File: src/rtl/alu_sequencer_if.sv
// rtl/alu_sequencer_if.sv - operand/result bus between a requester and alu_sequencer
interface alu_sequencer_if #(
  parameter int WIDTH = 4
);
  logic [WIDTH-1:0] operand_a;
  logic [WIDTH-1:0] operand_b;
  logic [2:0]       operation;
  logic             enable;
  logic [WIDTH-1:0] rezult;
  logic             carry;
  logic             zero;
  logic             error;
  logic             busy;
  logic             done;

  modport master (
    output operand_a, operand_b, operation, enable,
    input  rezult, carry, zero, error, busy, done
  );

  modport slave (
    input  operand_a, operand_b, operation, enable,
    output rezult, carry, zero, error, busy, done
  );
endinterface

File: src/rtl/alu_sequencer.sv
// rtl/alu_sequencer.sv - enable-strobed ALU sequenced by a small FSM
// Defining ALU_SEQ_MUL_EN adds op 100 as a WIDTH-cycle shift-add multiply.
module alu_sequencer #(
  parameter int WIDTH       = 4,
  parameter int SYNC_STAGES = 2
) (
  input logic            clock,
  input logic            reset_n,
  alu_sequencer_if.slave bus
);
  localparam logic [2:0] OP_ADD = 3'b000;
  localparam logic [2:0] OP_SUB = 3'b001;
  localparam logic [2:0] OP_AND = 3'b010;
  localparam logic [2:0] OP_OR  = 3'b011;

`ifdef ALU_SEQ_MUL_EN
  localparam logic [2:0] OP_MUL = 3'b100;
  localparam int         CNT_W  = $clog2(WIDTH) + 1;
  typedef enum logic [1:0] {IDLE = 2'd0, EXEC = 2'd1, MUL = 2'd2, DONE = 2'd3} state_t;
`else
  typedef enum logic [1:0] {IDLE = 2'd0, EXEC = 2'd1, DONE = 2'd3} state_t;
`endif

  state_t                 state_q, state_d;
  logic [SYNC_STAGES-1:0] sync_q, sync_d;
  logic                   edge_q, edge_d;
  logic [WIDTH-1:0]       a_q, a_d;
  logic [WIDTH-1:0]       b_q, b_d;
  logic [2:0]             op_q, op_d;
  logic [WIDTH-1:0]       rezult_q, rezult_d;
  logic                   carry_q, carry_d;
  logic                   zero_q, zero_d;
  logic                   error_q, error_d;
  logic                   busy_q, busy_d;
  logic                   done_q, done_d;
  logic                   start;
  logic                   legal;
  logic [WIDTH:0]         sum;
  logic [WIDTH:0]         diff;
`ifdef ALU_SEQ_MUL_EN
  logic [CNT_W-1:0]       cnt_q, cnt_d;
  logic [2*WIDTH-1:0]     acc_q, acc_d;
  logic [2*WIDTH-1:0]     mcand;
`endif

  // The edge flop idles high like the synchroniser, so only a real 1->0 starts.
  assign start = edge_q & ~sync_q[SYNC_STAGES-1];

  always_comb begin
    state_d  = state_q;
    sync_d   = {sync_q[SYNC_STAGES-2:0], bus.enable};
    edge_d   = sync_q[SYNC_STAGES-1];
    a_d      = a_q;
    b_d      = b_q;
    op_d     = op_q;
    rezult_d = rezult_q;
    carry_d  = carry_q;
    zero_d   = zero_q;
    error_d  = error_q;
    busy_d   = busy_q;
    done_d   = 1'b0;
    legal    = 1'b1;
    sum      = {1'b0, a_q} + {1'b0, b_q};
    diff     = {1'b0, a_q} - {1'b0, b_q};
`ifdef ALU_SEQ_MUL_EN
    cnt_d    = cnt_q;
    acc_d    = acc_q;
    mcand    = {{WIDTH{1'b0}}, a_q} << cnt_q;
`endif

    case (state_q)
      IDLE: begin
        if (start) begin
          a_d    = bus.operand_a;
          b_d    = bus.operand_b;
          op_d   = bus.operation;
          busy_d = 1'b1;
          state_d = EXEC;
`ifdef ALU_SEQ_MUL_EN
          if (bus.operation == OP_MUL) begin
            state_d = MUL;
            cnt_d   = '0;
            acc_d   = '0;
          end
`endif
        end
      end
      EXEC: begin
        state_d = DONE;
        case (op_q)
          OP_ADD: begin rezult_d = sum[WIDTH-1:0];  carry_d = sum[WIDTH];  end
          OP_SUB: begin rezult_d = diff[WIDTH-1:0]; carry_d = diff[WIDTH]; end
          OP_AND: begin rezult_d = a_q & b_q;       carry_d = 1'b0;        end
          OP_OR:  begin rezult_d = a_q | b_q;       carry_d = 1'b0;        end
`ifdef ALU_SEQ_MUL_EN
          OP_MUL: begin
            rezult_d = acc_q[WIDTH-1:0];
            carry_d  = |acc_q[2*WIDTH-1:WIDTH];
          end
`endif
          default: legal = 1'b0;
        endcase
        error_d = ~legal;
        if (legal) begin
          zero_d = (rezult_d == '0);
        end
      end
`ifdef ALU_SEQ_MUL_EN
      MUL: begin
        // b is consumed LSB first; its copy is not needed after the multiply.
        if (b_q[0]) begin
          acc_d = acc_q + mcand;
        end
        b_d   = b_q >> 1;
        cnt_d = cnt_q + 1'b1;
        if (cnt_q == CNT_W'(WIDTH - 1)) begin
          state_d = EXEC;
        end
      end
`endif
      DONE: begin
        done_d  = 1'b1;
        busy_d  = 1'b0;
        state_d = IDLE;
      end
      default: state_d = IDLE;
    endcase
  end

  always_ff @(posedge clock or negedge reset_n) begin
    if (!reset_n) begin
      state_q  <= IDLE;
      sync_q   <= '1;
      edge_q   <= 1'b1;
      a_q      <= '0;
      b_q      <= '0;
      op_q     <= '0;
      rezult_q <= '0;
      carry_q  <= 1'b0;
      zero_q   <= 1'b0;
      error_q  <= 1'b0;
      busy_q   <= 1'b0;
      done_q   <= 1'b0;
`ifdef ALU_SEQ_MUL_EN
      cnt_q    <= '0;
      acc_q    <= '0;
`endif
    end else begin
      state_q  <= state_d;
      sync_q   <= sync_d;
      edge_q   <= edge_d;
      a_q      <= a_d;
      b_q      <= b_d;
      op_q     <= op_d;
      rezult_q <= rezult_d;
      carry_q  <= carry_d;
      zero_q   <= zero_d;
      error_q  <= error_d;
      busy_q   <= busy_d;
      done_q   <= done_d;
`ifdef ALU_SEQ_MUL_EN
      cnt_q    <= cnt_d;
      acc_q    <= acc_d;
`endif
    end
  end

  assign bus.rezult = rezult_q;
  assign bus.carry  = carry_q;
  assign bus.zero   = zero_q;
  assign bus.error  = error_q;
  assign bus.busy   = busy_q;
  assign bus.done   = done_q;
endmodule

File: src/flat_wrapper.sv
// flat-port wrapper written by rule: the top's interface ports become plain ports
module alu_sequencer_flat 
#(
  parameter int WIDTH       = 4,
  parameter int SYNC_STAGES = 2
)
  (clock, reset_n, bus_operand_a, bus_operand_b, bus_operation, bus_enable, bus_rezult, bus_carry, bus_zero, bus_error, bus_busy, bus_done);
  alu_sequencer_if #(.WIDTH(WIDTH)) bus_i ();
  input logic clock;
  input logic reset_n;
  input wire logic [$bits(bus_i.operand_a)-1:0] bus_operand_a;
  input wire logic [$bits(bus_i.operand_b)-1:0] bus_operand_b;
  input wire logic [$bits(bus_i.operation)-1:0] bus_operation;
  input wire logic [$bits(bus_i.enable)-1:0] bus_enable;
  output wire logic [$bits(bus_i.rezult)-1:0] bus_rezult;
  output wire logic [$bits(bus_i.carry)-1:0] bus_carry;
  output wire logic [$bits(bus_i.zero)-1:0] bus_zero;
  output wire logic [$bits(bus_i.error)-1:0] bus_error;
  output wire logic [$bits(bus_i.busy)-1:0] bus_busy;
  output wire logic [$bits(bus_i.done)-1:0] bus_done;
  assign bus_i.operand_a = bus_operand_a;
  assign bus_i.operand_b = bus_operand_b;
  assign bus_i.operation = bus_operation;
  assign bus_i.enable = bus_enable;
  assign bus_rezult = bus_i.rezult;
  assign bus_carry = bus_i.carry;
  assign bus_zero = bus_i.zero;
  assign bus_error = bus_i.error;
  assign bus_busy = bus_i.busy;
  assign bus_done = bus_i.done;
  alu_sequencer #(.WIDTH(WIDTH), .SYNC_STAGES(SYNC_STAGES)) u_core (.clock(clock), .reset_n(reset_n), .bus(bus_i));
endmodule
File: config.mk
export PLATFORM = sky130hd
export DESIGN_NAME = alu_sequencer_flat
export DESIGN_NICKNAME = d
export VERILOG_FILES = /design/src/rtl/alu_sequencer_if.sv /design/src/rtl/alu_sequencer.sv /design/src/flat_wrapper.sv
export SDC_FILE = /design/constraint.sdc
export NUM_CORES = 1
export LEC_CHECK = 0
export ABC_AREA = 1
export ABC_CLOCK_PERIOD_IN_PS = 4680
export CORE_MARGIN = 2
export CORE_UTILIZATION = 49
export CTS_BUF_LIST = sky130_fd_sc_hd__clkbuf_2
export CTS_CLUSTER_SIZE = 28
export DETAILED_ROUTE_END_ITERATION = 16
export PLACE_DENSITY = 0.75
export SETUP_SLACK_MARGIN = 0.1
export SLEW_MARGIN = 20
export SYNTH_ARGS = -nofsm -noshare
export SYNTH_HDL_FRONTEND = slang
export SYNTH_SLANG_ARGS = --single-unit
File: constraint.sdc
create_clock -name clock -period 4.68 [get_ports clock]
set_input_delay 0.936 -clock clock [delete_from_list [all_inputs] [get_ports clock]]
set_output_delay 0.936 -clock clock [all_outputs]
set_load 0.01 [all_outputs]
==> results of run 1 <==
[power by group through the flow]
stage / Clock, mW / Sequential [mW] / Combinational [mW]
2_1_floorplan: 0 / 0.392 / 0.433
3_3_place_gp: 0 / 0.383 / 0.614
3_5_place_dp: 0 / 0.390 / 0.619
4_1_cts: 0.0943 / 0.384 / 0.624
5_1_grt: 0.103 / 0.397 / 0.707
6_report: 0.0883 / 0.382 / 0.622
[layout by cell type (no fill, tap or decap), types with 5 or more instances in the layout]
cell type / Yosys / layout
nand2_1: 29 / 29
nand3_1: 10 / 10
inv_1: 21 / 21
inv_2: 5 / 5
clkdlybuf4s50_1: 0 / 21
nor2_1: 24 / 24
dfrtp_1: 22 / 22
ha_1: 12 / 12
a21oi_1: 14 / 14
[metrics by stage]
stage	total power, mW	hold WS (ns)	utilization	setup slack [ns]	cells
after floorplan	0.825	0.345	-	3.05	167
after global placement	0.997	0.346	0.602	2.43	217
after detailed placement	1.01	0.349	0.602	2.38	217
after CTS	1.10	0.379	0.610	2.38	221
after global routing	1.21	0.383	0.608	2.31	221
final	1.09	0.376	0.608	2.43	221
[per-layer routing]
metal  vias up  global-route usage  part of all wire
met5         -                   0                 0
met3         2              0.0268             0.030
met4         0              0.0498            0.0066
li1        571                   -                 -
met1       488               0.229              0.48
met2        20               0.310              0.48
[flip-flops by register name, indices dropped and copies added (netlist names)]
| signal | cells |
|---|---|
| u_core.a_q | 4 |
| u_core.state_q | 2 |
| u_core.sync_q | 2 |
| u_core.bus.error | 1 |
| u_core.bus.done | 1 |
| u_core.bus.busy | 1 |
| u_core.edge_q | 1 |
| u_core.bus.zero | 1 |
| u_core.b_q | 4 |
| u_core.bus.carry | 1 |
| u_core.op_q | 3 |
| u_core.bus.rezult | 4 |
[worst max path at each step]
stage                    startpoint               to  slack (ns)  cells past startpoint
5_1_grt        u_core.bus.rezult[0]    bus_rezult[0]        2.31                      1
4_1_cts        u_core.bus.rezult[0]    bus_rezult[0]        2.38                      1
3_3_place_gp                reset_n    u_core.a_q[0]        2.43                      1
6_report       u_core.bus.rezult[0]    bus_rezult[0]        2.43                      1
3_5_place_dp                reset_n   u_core.op_q[0]        2.38                      1
2_1_floorplan         u_core.b_q[0]  u_core.bus.zero        3.05                      8
[cell usage after synthesis, drive strengths merged]
| library cell | instances |
|---|---|
| or2 | 1 |
| nand3 | 13 |
| o21bai | 1 |
| buf | 3 |
| inv | 26 |
| nand2 | 31 |
| nand4 | 1 |
| ha | 12 |
| o21a | 3 |
| nor3 | 1 |
| dfrtp | 22 |
| nor2 | 26 |
| mux2 | 1 |
| fa | 2 |
| a21oi | 16 |
| o21ai | 5 |
| dfstp | 3 |
[logic make-up after synthesis]
logic type                 after synthesis
adders and majority gates               14
muxes                                    1
AOI/OAI and AO/OA                       25
DFF                                     25
and+or+nand+nor                         73
buffers and inverters                   29
[area by class of cell]
class | instances | area share
multi-input combinational | 113 | 0.407
timing repair buffer | 22 | 0.127
inverter | 26 | 0.0577
sequential | 25 | 0.372
tap | 31 | 0.0229
clock buffer | 3 | 0.00888
clock inverter | 1 | 0.00444
==> results.toml, run 1 <==
[floorplan]
fp.dieW_um = 58.1
rows = 19
core_mm2 = 0.00278
ios = 23
dieArea_mm2 = 0.00338
die_y_um = 58.1
initial_core_util = 0.516

[outcome]
status = "completed"

[grt]
grt_pass1_wl_um = 4550
grt_overflow = 0
grt_util_all_layers = 0.178
grt_pass1_vias = 1072
grt_antenna_before_repair = 0
grt_max_degree = 26

[route]
wl_um = 2580
routed-via-count = 1081
wl_per_cell_um = 11.7
drtPass1Iterations = 4
vias_per_cell = 4.89
ant_nets = 0
route.detailed.drc = 0
drt_iter0_drc = 43

[sta]
finalSetupViolations = 0
fin_crit_sh = 0.482
rsz0062_at_grt = "false"
final-hold-violation-count = 0
max_freq_mhz = 444
slew_violations = 0
worst_slew_pin_slew_ns = 0.551
fin_skew_ns = 0.00646
relSlewSlack = 0.633
fin_crit_ns = 2.25
setup_tns_ns = 0

[pwr]
leakage_nw = 0.857
power_frac_clock = 0.081
comb_power_share = 0.569
switching_share = 0.460
p_int_mw = 0.590
p_per_area_mw_per_mm2 = 646
p_sw_mw = 0.503
power_frac_seq = 0.350
peakVddDrop_mv = 0.377

[setup_path]
crit_required_ns = 3.74
path_max_fanout = 3
crit_buf_inv = 1
worstPathArrival_ns = 1.32
worstReg2RegStart = "u_core.a_q[0]"
slowest_delay_ns = 0.54
start_kind = "register"
crit_path_end_kind = "primary output"
cpMaxStageDelayCell = "clkdlybuf4s50_1"
rr_endpoint = "u_core.bus.zero"
r2r_cells = 13
r2r_slack_ns = 2.76
crit_path_cell_trace = "clkdlybuf4s50_1"
cp_top_family = "buffers and inverters"
path_class = "reg -> out"

[clocking]
cts_resized = 0
cts-root-buf = "clkbuf_2"
cts_setup_buffers = 0
holdBufCountCts = 0
path_clk_slew_ns = 0.25
cts_sinks = 25
clk_latency_ns = 0.34
cts_tree = "built"
numCtsBuffers = 3
h-tree-depth = 1
clockBufferDepth = 2

[yosys]
synth_cell_type_count = 26
synth_area_leaders = "dfrtp_1, ha_1, nand2_1"
synth_cells = 167
avgSynthCellArea_um2 = 8.59
synth-xor-area-share = 0
yosys.area.top_type_share = 0.384
ys_seq_area_frac = 0.439
synth_fa_ha_area_frac = 0.133
yosysTopAreaCell = "dfrtp_1"
synth_top_family_by_area = "simple AND/OR/NAND/NOR gates"
ys_ff_latch = 25
synth.mux.area_fraction = 0.00785
yosysWarnings = 0
synth_compound_area_frac = 0.102
yosys.area_share.simple = 0.237
syn_area_mm2 = 0.00144
synth_nets = 195

[min_path]
hp-class = "reg -> reg"
min_to = "u_core.sync_q[1]"
hold_start = "u_core.sync_q[0]"
whs_path_depth = 0

[finish]
n_fill_cell = 253
multiInputGateArea_um2 = 688
seq_area_um2 = 629
syn_to_final_growth_pct = 17.9
design_area_mm2 = 0.00169
antennaDiodeCount = 0
layout-drive-gt1-share = 0.126
nets = 219

[placed_design]
gp_congestion = 0.836
hpwl_um = 2030
port_buffers = 22
post_dp_cell_area_mm2 = 0.00167

[run]
cap_violations = 0
(Power assumes the default switching activity.)
==> inputs of run 2 (changes only) <==
--- a/config.mk
+++ b/config.mk
@@ -6,13 +6,13 @@
 export NUM_CORES = 1
 export LEC_CHECK = 0
 export ABC_AREA = 1
-export ABC_CLOCK_PERIOD_IN_PS = 4680
+export ABC_CLOCK_PERIOD_IN_PS = 1900
 export CORE_MARGIN = 2
 export CORE_UTILIZATION = 49
 export CTS_BUF_LIST = sky130_fd_sc_hd__clkbuf_2
 export CTS_CLUSTER_SIZE = 28
 export DETAILED_ROUTE_END_ITERATION = 16
-export PLACE_DENSITY = 0.75
+export PLACE_DENSITY = 0.78
 export SETUP_SLACK_MARGIN = 0.1
 export SLEW_MARGIN = 20
 export SYNTH_ARGS = -nofsm -noshare
==> constraint.sdc (replaced) <==
create_clock -name clock -period 1.9 [get_ports clock]
set_input_delay 0.38 -clock clock [delete_from_list [all_inputs] [get_ports clock]]
set_output_delay 0.38 -clock clock [all_outputs]
set_load 0.01 [all_outputs]
==> run 2 against run 1 <==
  * Clock skew increased by 0.0054 ns
  * Largest cell class unchanged
  * Core utilization increased by 1.2 points
  * Critical endpoint is now u_core.bus.zero
  * Hold slack got worse by 0.011 ns
==> results.toml, run 2 (same netlist as run 1, synthesis figures left out) <==
[outcome]
status = "completed"

[sta]
setup_tns_ns = 0
fin_crit_ns = 1.80
worst_slew_pin_slew_ns = 0.421
max_freq_mhz = 557
rsz0062_at_grt = "true"
timing.final.ws_setup_ns = 0.103
slew_violations = 0
fin_crit_sh = 0.946
final-hold-violation-count = 0
fin_skew_ns = 0.0119
finalSetupViolations = 0
relSlewSlack = 0.717
timing.hold.ws_ns = 0.365

[clocking]
cts_tree = "built"
clk_latency_ns = 0.33
clockBufferDepth = 2
numCtsBuffers = 3
holdBufCountCts = 0
h-tree-depth = 1
cts-root-buf = "clkbuf_2"
cts_sinks = 25
path_clk_slew_ns = 0.22

[finish]
most-common-layout-cells = "nand2_1, nor2_1, clkdlybuf4s50_1, dfrtp_1, inv_1"
syn_to_final_growth_pct = 20.1
layout_commonest_cell = "nand2_1"
design_area_mm2 = 0.00172
finalNonFillerCells = 224
layout-drive-gt1-share = 0.155
antennaDiodeCount = 0
final_core_util = 0.620
nets = 222

[floorplan]
die_y_um = 58.1
ios = 23
initial_core_util = 0.516
dieArea_mm2 = 0.00338
rows = 19
core_mm2 = 0.00278
fp.dieW_um = 58.1

[setup_path]
cpMaxStageDelayCell = "dfrtp_1"
crit_buf_inv = 2
slowest_delay_ns = 0.44
worstPathArrival_ns = 2.10
crit_required_ns = 2.20
start_kind = "register"
cp_top_family = "adder cells"
crit_path_cell_trace = "buf_4 -> ha_1 -> inv_1 -> fa_2 -> nand2_1 -> nand3_1 -> o21bai_2 -> nand3_1 -> nand2_1"
path_class = "reg -> reg"
path_max_fanout = 2
crit_path_end_kind = "register"

[pwr]
leakage_nw = 0.869
power_mw = 2.79
peakVddDrop_mv = 0.955
p_per_area_mw_per_mm2 = 1620

[grt]
grt_pass1_wl_um = 4940
grt_util_all_layers = 0.189
grt_overflow = 0
grt_antenna_before_repair = 0
grt_max_degree = 26
grt_pass1_vias = 1180

[route]
route.detailed.drc = 0
routed-via-count = 1192
drt_iter0_drc = 41
ant_nets = 0
wl_per_cell_um = 12.6
wl_um = 2830
vias_per_cell = 5.32
drtPass1Iterations = 5

[run]
cap_violations = 0

[placed_design]
hpwl_um = 2140
dpl_worst_slack_ns = 0.143
port_buffers = 22
post_dp_cell_area_mm2 = 0.00169
dp_cells = 219
gp_congestion = 0.969

[min_path]
hp-class = "in -> async"
-- run 2: cell types whose count changed in the layout (fill, tap and decap cells not counted), sizes merged --
cell	previous run	this run
clkinvlp	1	0
clkbuf	3	4
buf	1	3
clkdlybuf4s50	21	22
-- run 2: per-layer routing --
metal / GRT usage / share of wire / up-vias
met5: 0 / 0 / -
met4: 0.0399 / 0.010 / 0
met3: 0.0446 / 0.061 / 6
met2: 0.328 / 0.51 / 60
met1: 0.241 / 0.42 / 549
li1: - / - / 577
-- run 2: power breakdown --
part	switching, mW	total, mW	internal (mW)
sequential	0.208	0.959	0.751
clock	0.149	0.204	0.0557
combinational	0.927	1.63	0.698
total	1.28	2.79	1.51
-- run 2: final timing paths --
check                                       from               end  slack (ns)  depth (start not counted)
min in group clock              u_core.sync_q[0]  u_core.sync_q[1]        0.37                          0
worst max register to register     u_core.b_q[0]   u_core.bus.zero        0.10                          9
max in group asynchronous                reset_n     u_core.edge_q        1.23                          2
worst min-delay path                     reset_n  u_core.bus.error        0.37                          2
worst min register to register  u_core.sync_q[0]  u_core.sync_q[1]        0.37                          0
worst max-delay path               u_core.b_q[0]   u_core.bus.zero        0.10                          9
-- run 2: timing repair --
item	in CTS	in global routing
gates resized for setup	0	5
endpoints found under the setup margin	0	4
endpoints found under the hold margin	0	0
buffers inserted	0	1
-- run 2: cell type report --
cell class                      instances  area [µm²]
Sequential cell                        25         629
Multi-Input combinational cell        113         696
Timing Repair Buffer                   25         243
Clock buffer                            4        20.0
Tap cell                               31        38.8
Fill cell                             241        1060
Inverter                               26        97.6
==> patch 1: new RTL, settings of run 1 <==
Build with the macro `ALU_SEQ_MUL_EN` defined.
--- a/src/rtl/alu_sequencer.sv
+++ b/src/rtl/alu_sequencer.sv
@@ -2,2 +2,4 @@
 // Defining ALU_SEQ_MUL_EN adds op 100 as a WIDTH-cycle shift-add multiply.
+`define ALU_SEQ_MUL_EN
+
 module alu_sequencer #(
Behaviour: not the same (Yosys sat finds a counterexample within 10 cycles, from zero or initial values and one cycle with reset_n low).
==> patch 1 against run 1 <==
Clock power increased by 63%. Register-to-register slack worse by 350 ps. Sequential cell count up 11. Synthesized cell count is 99% higher. Cell count rose by 93%. Utilization shrank 4.1 points. Cell area rose by 69%. Hold slack worse by 2.0 ps. Wire length up 110%. Total power grew 59%. Area after synthesis grew 77%. Setup slack worse by 32 ps. Critical endpoint is now bus_error.
==> patch 1: results (changes against run 1) <==
Parameter                              Value

Status
  Status ... completed

Layout
  Number of antenna diodes ... 0 (unchanged)
  Nets@finish ... 399 (+82%)
  Share of cells above drive strength 1 ... 0.0672 (-0.0591)

Place
  Routability-driven placement congestion ratio ... 0.894 (+6.9%)
  HPWL after DPL ... 4.40 mm (+120%)
  Cell count after placement ... 419 (+93%)
  Setup WS pre-CTS ... 2280 ps (-104 ps)

Synth
  Synth cell types ... 31 (+19%)
  Sequential area share after synthesis ... 0.356 (-0.0824)
  Cells after synthesis ... 332 (+99%)
  Predominant post-synthesis flop cell ... sky130_fd_sc_hd__dfrtp_1
  Synth top area cells ... sky130_fd_sc_hd__dfrtp_1 (33%), sky130_fd_sc_hd__ha_1 (13%), sky130_fd_sc_hd__nand2_1 (11%)
  Post-Syn Nets ... 375 (+92%)

Worst setup path
  Depth of the worst register-to-register path ... 11 (-2)
  Critical Path Fanout Max ... 2 (-1)
  Register-to-register path setup slack ... 2410 ps (-350 ps)
  Arrival time worst endpoint ... 1350 ps (+30 ps)

Routing
  Average wire per cell in the routed design ... 12.8 um (+9.4%)
  Drt first pass iters ... 8 (+4)
  Vias post-DR ... 2211 (+100%)
  Starting DRC count in detailed routing ... 183 (+330%)
  Vias per inst ... 5.18 (+5.9%)

Global routing
  Pin count of the biggest net entering global routing ... 37 (+42%)
  First-pass GRT wire length ... 9.51 mm (+110%)
  Met2 capacity usage during global routing ... 0.322 (+0.0123)
  Met1 usage in global routing ... 0.283 (+0.0533)
  Number of global-route vias before repair ... 2059 (+92%)
  Aggregate global-route resource usage ... 0.204 (+0.0258)

Clock tree
  CTS H-tree depth ... 2 (+1)
  Clock latency of the later-clocked register in the worst-skew pair ... 390 ps (+50 ps)
  Inserted Clock Buffers ... 5 (+2)
  Clock-pin slew on the worst setup and hold paths ... 200 ps (-50 ps)

Power
  Worst vdd rail ir drop ... 0.000299 V (-21%)
  Switch share ... 0.502 (+0.0422)
  Clock network power share ... 0.083 (+0.002)
  Flip-flop and latch power ... 0.553 mW (+45%)
  Static leakage ... 1.45 nW (+70%)

STA
  Post-route clock skew ... 33.6 ps (+27.2 ps)
  Slew Limit Headroom ... 0.472 (-0.160)
  Final Cycle Share ... 0.488 (+0.00682)

Min path
  Class of the worst hold path ... flip-flop to flip-flop
## patch 1: cell count changes after synthesis, sizes merged, moves of 2 or more
cell / change
nand2: +47
dfrtp: +11
a31oi: +2
o22ai: +3
a21oi: +5
inv: +20
o21ai: +24
nand4: +4
o21a: -3
clkbuf: +2
nand3: +14
ha: +14
o211ai: +5
nor2: +11
## patch 1: cell families after synthesis
| kind of cell | share of synthesized area |
|---|---|
| fa+ha+maj | 0.152 |
| xor+xnor | 0.00690 |
| simple gates | 0.258 |
| buf+inv | 0.0768 |
| flops | 0.356 |
| compound gates | 0.151 |
## patch 1: layout make-up
cell class,instances,area (um^2)
flip-flops and latches,36,905
inverters,46,173
well taps,70,87.6
fillers,479,2180
repair buffers,22,215
clock inverters,2,11.3
clock buffers,6,30.0
multi-input cells,245,1440
## patch 1: worst paths after layout
path                                        from          endpoint
min in group asynchronous                reset_n   u_core.bus.busy
max in group asynchronous                reset_n     u_core.a_q[3]
worst min register to register  u_core.sync_q[0]  u_core.sync_q[1]
worst max register to register     u_core.a_q[1]   u_core.acc_q[7]
worst max-delay path            u_core.bus.error         bus_error
worst min-delay path            u_core.sync_q[0]  u_core.sync_q[1]
## patch 1: stage by stage
| step | cell area (um^2) | hold slack [ps] | power [mW] | utilization |
|---|---|---|---|---|
| floorplan | 2540 | 345 | 1.29 | - |
| global placement | 2820 | 351 | 1.58 | 0.559 |
| detailed placement | 2820 | 347 | 1.60 | 0.559 |
| CTS | 2860 | 377 | 1.75 | 0.567 |
| global route | 2860 | 380 | 1.92 | 0.567 |
| finish | 2860 | 374 | 1.74 | 0.567 |
## patch 1: metal layers
metal	part of all wire	wire, um
met5	0	0
met4	0.013	70
met3	0.038	206
met2	0.46	2490
met1	0.49	2690
==> patch 2: new RTL, settings of run 1 <==
Made on the original files. Encoding of `state_t`: now one-hot (3 bits for 3 states).
--- a/src/rtl/alu_sequencer.sv
+++ b/src/rtl/alu_sequencer.sv
@@ -20,3 +20,3 @@
 `else
-  typedef enum logic [1:0] {IDLE = 2'd0, EXEC = 2'd1, DONE = 2'd3} state_t;
+  typedef enum logic [2:0] {IDLE = 3'b001, EXEC = 3'b010, DONE = 3'b100} state_t;
 `endif
Formal check against the unedited RTL: same outputs for any inputs over 10 cycles, from zero or initial values and one cycle with reset_n low; not proved beyond that.
==> patch 2 against run 1 <==
Area after synthesis down 0.61%. Clock power up 59%. Clock skew barely moved. Total power fell by 28%. Register-to-register slack gained 50 ps. Setup slack improved by 5.0 ps. Wire length increased by 8.2%. Global-route usage rose by 0.89 points. Critical path depth did not move. Sequential cell count is 1 higher. Critical endpoint is now bus_rezult[1]. Cell area rose by 0.96%.
==> patch 2: results (changes against run 1) <==
Parameter                              Value

Place
  HPWL after DPL ... 2.24 mm (+10%)
  Setup WS pre-CTS ... 2340 ps (-39.2 ps)
  Port buffer count ... 22 (unchanged)
  Routability-driven placement congestion ratio ... 0.919 (+10%)

Clock tree
  Clk buf depth ... 2 (unchanged)
  CTS H-tree depth ... 1 (unchanged)
  Clock-pin slew on the worst setup and hold paths ... 250 ps (about the same)
  Clock latency of the later-clocked register in the worst-skew pair ... 340 ps (about the same)
  Setup fix buffers added after clock tree synthesis ... 0 (unchanged)
  Inserted Clock Buffers ... 3 (unchanged)
  Clock root buffer ... sky130_fd_sc_hd__clkbuf_2
  Post-cts resize count ... 0 (unchanged)

Global routing
  Number of global-route vias before repair ... 1136 (+6.0%)
  Pin count of the biggest net entering global routing ... 27 (+3.8%)
  First-pass GRT wire length ... 4.86 mm (+6.8%)
  Antenna violations before repair ... 0 (unchanged)
  Aggregate global-route resource usage ... 0.187 (+0.00895)

Status
  Status ... completed

Synth
  Synth async-reset ratio ... 1.00 (unchanged)
  Post-Syn Nets ... 199 (+2.1%)
  Sequential area share after synthesis ... 0.460 (+0.0211)
  List of most frequent post-synthesis cells ... sky130_fd_sc_hd__nand2_1 (36), sky130_fd_sc_hd__inv_1 (25), sky130_fd_sc_hd__dfrtp_1 (22)
  Predominant post-synthesis flop cell ... sky130_fd_sc_hd__dfrtp_1
  Synth top area cells ... sky130_fd_sc_hd__dfrtp_1 (39%), sky130_fd_sc_hd__ha_1 (11%), sky130_fd_sc_hd__nand2_1 (9.5%)
  Yosys warning count ... 0 (unchanged)
  Synth cell types ... 21 (-19%)

Layout
  Share of cells above drive strength 1 ... 0.0773 (-0.0490)
  Nets@finish ... 223 (+1.8%)
  Number of antenna diodes ... 0 (unchanged)
  Fillers ... 247 (-2.4%)

Routing
  Starting DRC count in detailed routing ... 62 (+44%)
  Vias per inst ... 5.14 (+5.1%)
  Drt total wl ... 2.79 mm (+8.2%)
  Drt first pass iters ... 4 (unchanged)

Worst setup path
  Critical path's top delay family ... buffers and inverters
  CP max stage cell ... sky130_fd_sc_hd__clkdlybuf4s50_1
  Largest stage delay on the critical path ... 540 ps (about the same)
  Critical Path Fanout Max ... 3 (unchanged)

Power
  Worst vdd rail ir drop ... 0.000302 V (-20%)
  Static leakage ... 0.847 nW (-1.2%)

STA
  Slew at the pin closest to its max-slew limit ... 709 ps (+158 ps)
  Post-route clock skew ... 6.58 ps (+0.125 ps)

Min path
  Class of the worst hold path ... flip-flop to flip-flop
patch 2: cell count changes after synthesis, sizes merged, moves of 3 or more:
cell / before / now
a21oi: 16 / 8
o21ai: 5 / 14
nor2: 26 / 23
o21a: 3 / 0
nand2: 31 / 37
patch 2: worst register-to-register path: cells and delay by family (launching register included):
| kind | cells | cell delay, ps |
|---|---|---|
| flip-flops | 1 | 450 |
| adder cells (fa/ha/maj) | 2 | 540 |
| AND/OR/NAND/NOR | 8 | 570 |
| buffers and inverters | 3 | 260 |
patch 2: path summary, 6_finish.rpt:
check	from	end	slack, ps	cells after the start
worst max-delay path	u_core.bus.rezult[1]	bus_rezult[1]	2430	1
worst min-delay path	u_core.sync_q[0]	u_core.sync_q[1]	380	0
worst max register to register	u_core.a_q[0]	u_core.bus.zero	2810	13
worst min register to register	u_core.sync_q[0]	u_core.sync_q[1]	380	0
max in group asynchronous	reset_n	u_core.sync_q[1]	3760	1
min in group asynchronous	reset_n	u_core.bus.rezult[1]	540	1
patch 2: logic make-up (layout without fill, tap and decap cells):
group,after synthesis,count (layout),synth area share
AOI/OAI and AO/OA,26,26,0.0991
adders and majority gates,14,14,0.133
buffers and inverters,29,52,0.0807
DFF,26,26,0.460
and+or+nand+nor,76,76,0.227
patch 2: layout make-up:
class                   count  share of cell area
clock buffers               3             0.00879
multi-input cells         116               0.384
flip-flops and latches     26               0.384
repair buffers             22               0.126
clock inverters             1              0.0176
inverters                  26              0.0571
well taps                  31              0.0227
patch 2: through the flow:
stage,area [um^2],std cells
2_1_floorplan,1430,171
3_3_place_gp,1670,221
3_5_place_dp,1670,221
4_1_cts,1710,225
5_1_grt,1710,225
6_report,1710,225
patch 2: power by group:
part	leakage, nW	switching [mW]	internal [mW]
combinational	0.506	0.178	0.149
sequential	0.314	0.0435	0.280
clock	0.0266	0.0666	0.0736
total	0.847	0.288	0.503
patch 2: layer usage:
metal	vias to the layer above	GRT usage	wire length, um
met4	0	0.0664	68
met5	-	0	0
met3	8	0.0201	148
met2	41	0.330	1330
li1	586	-	-
met1	522	0.237	1250
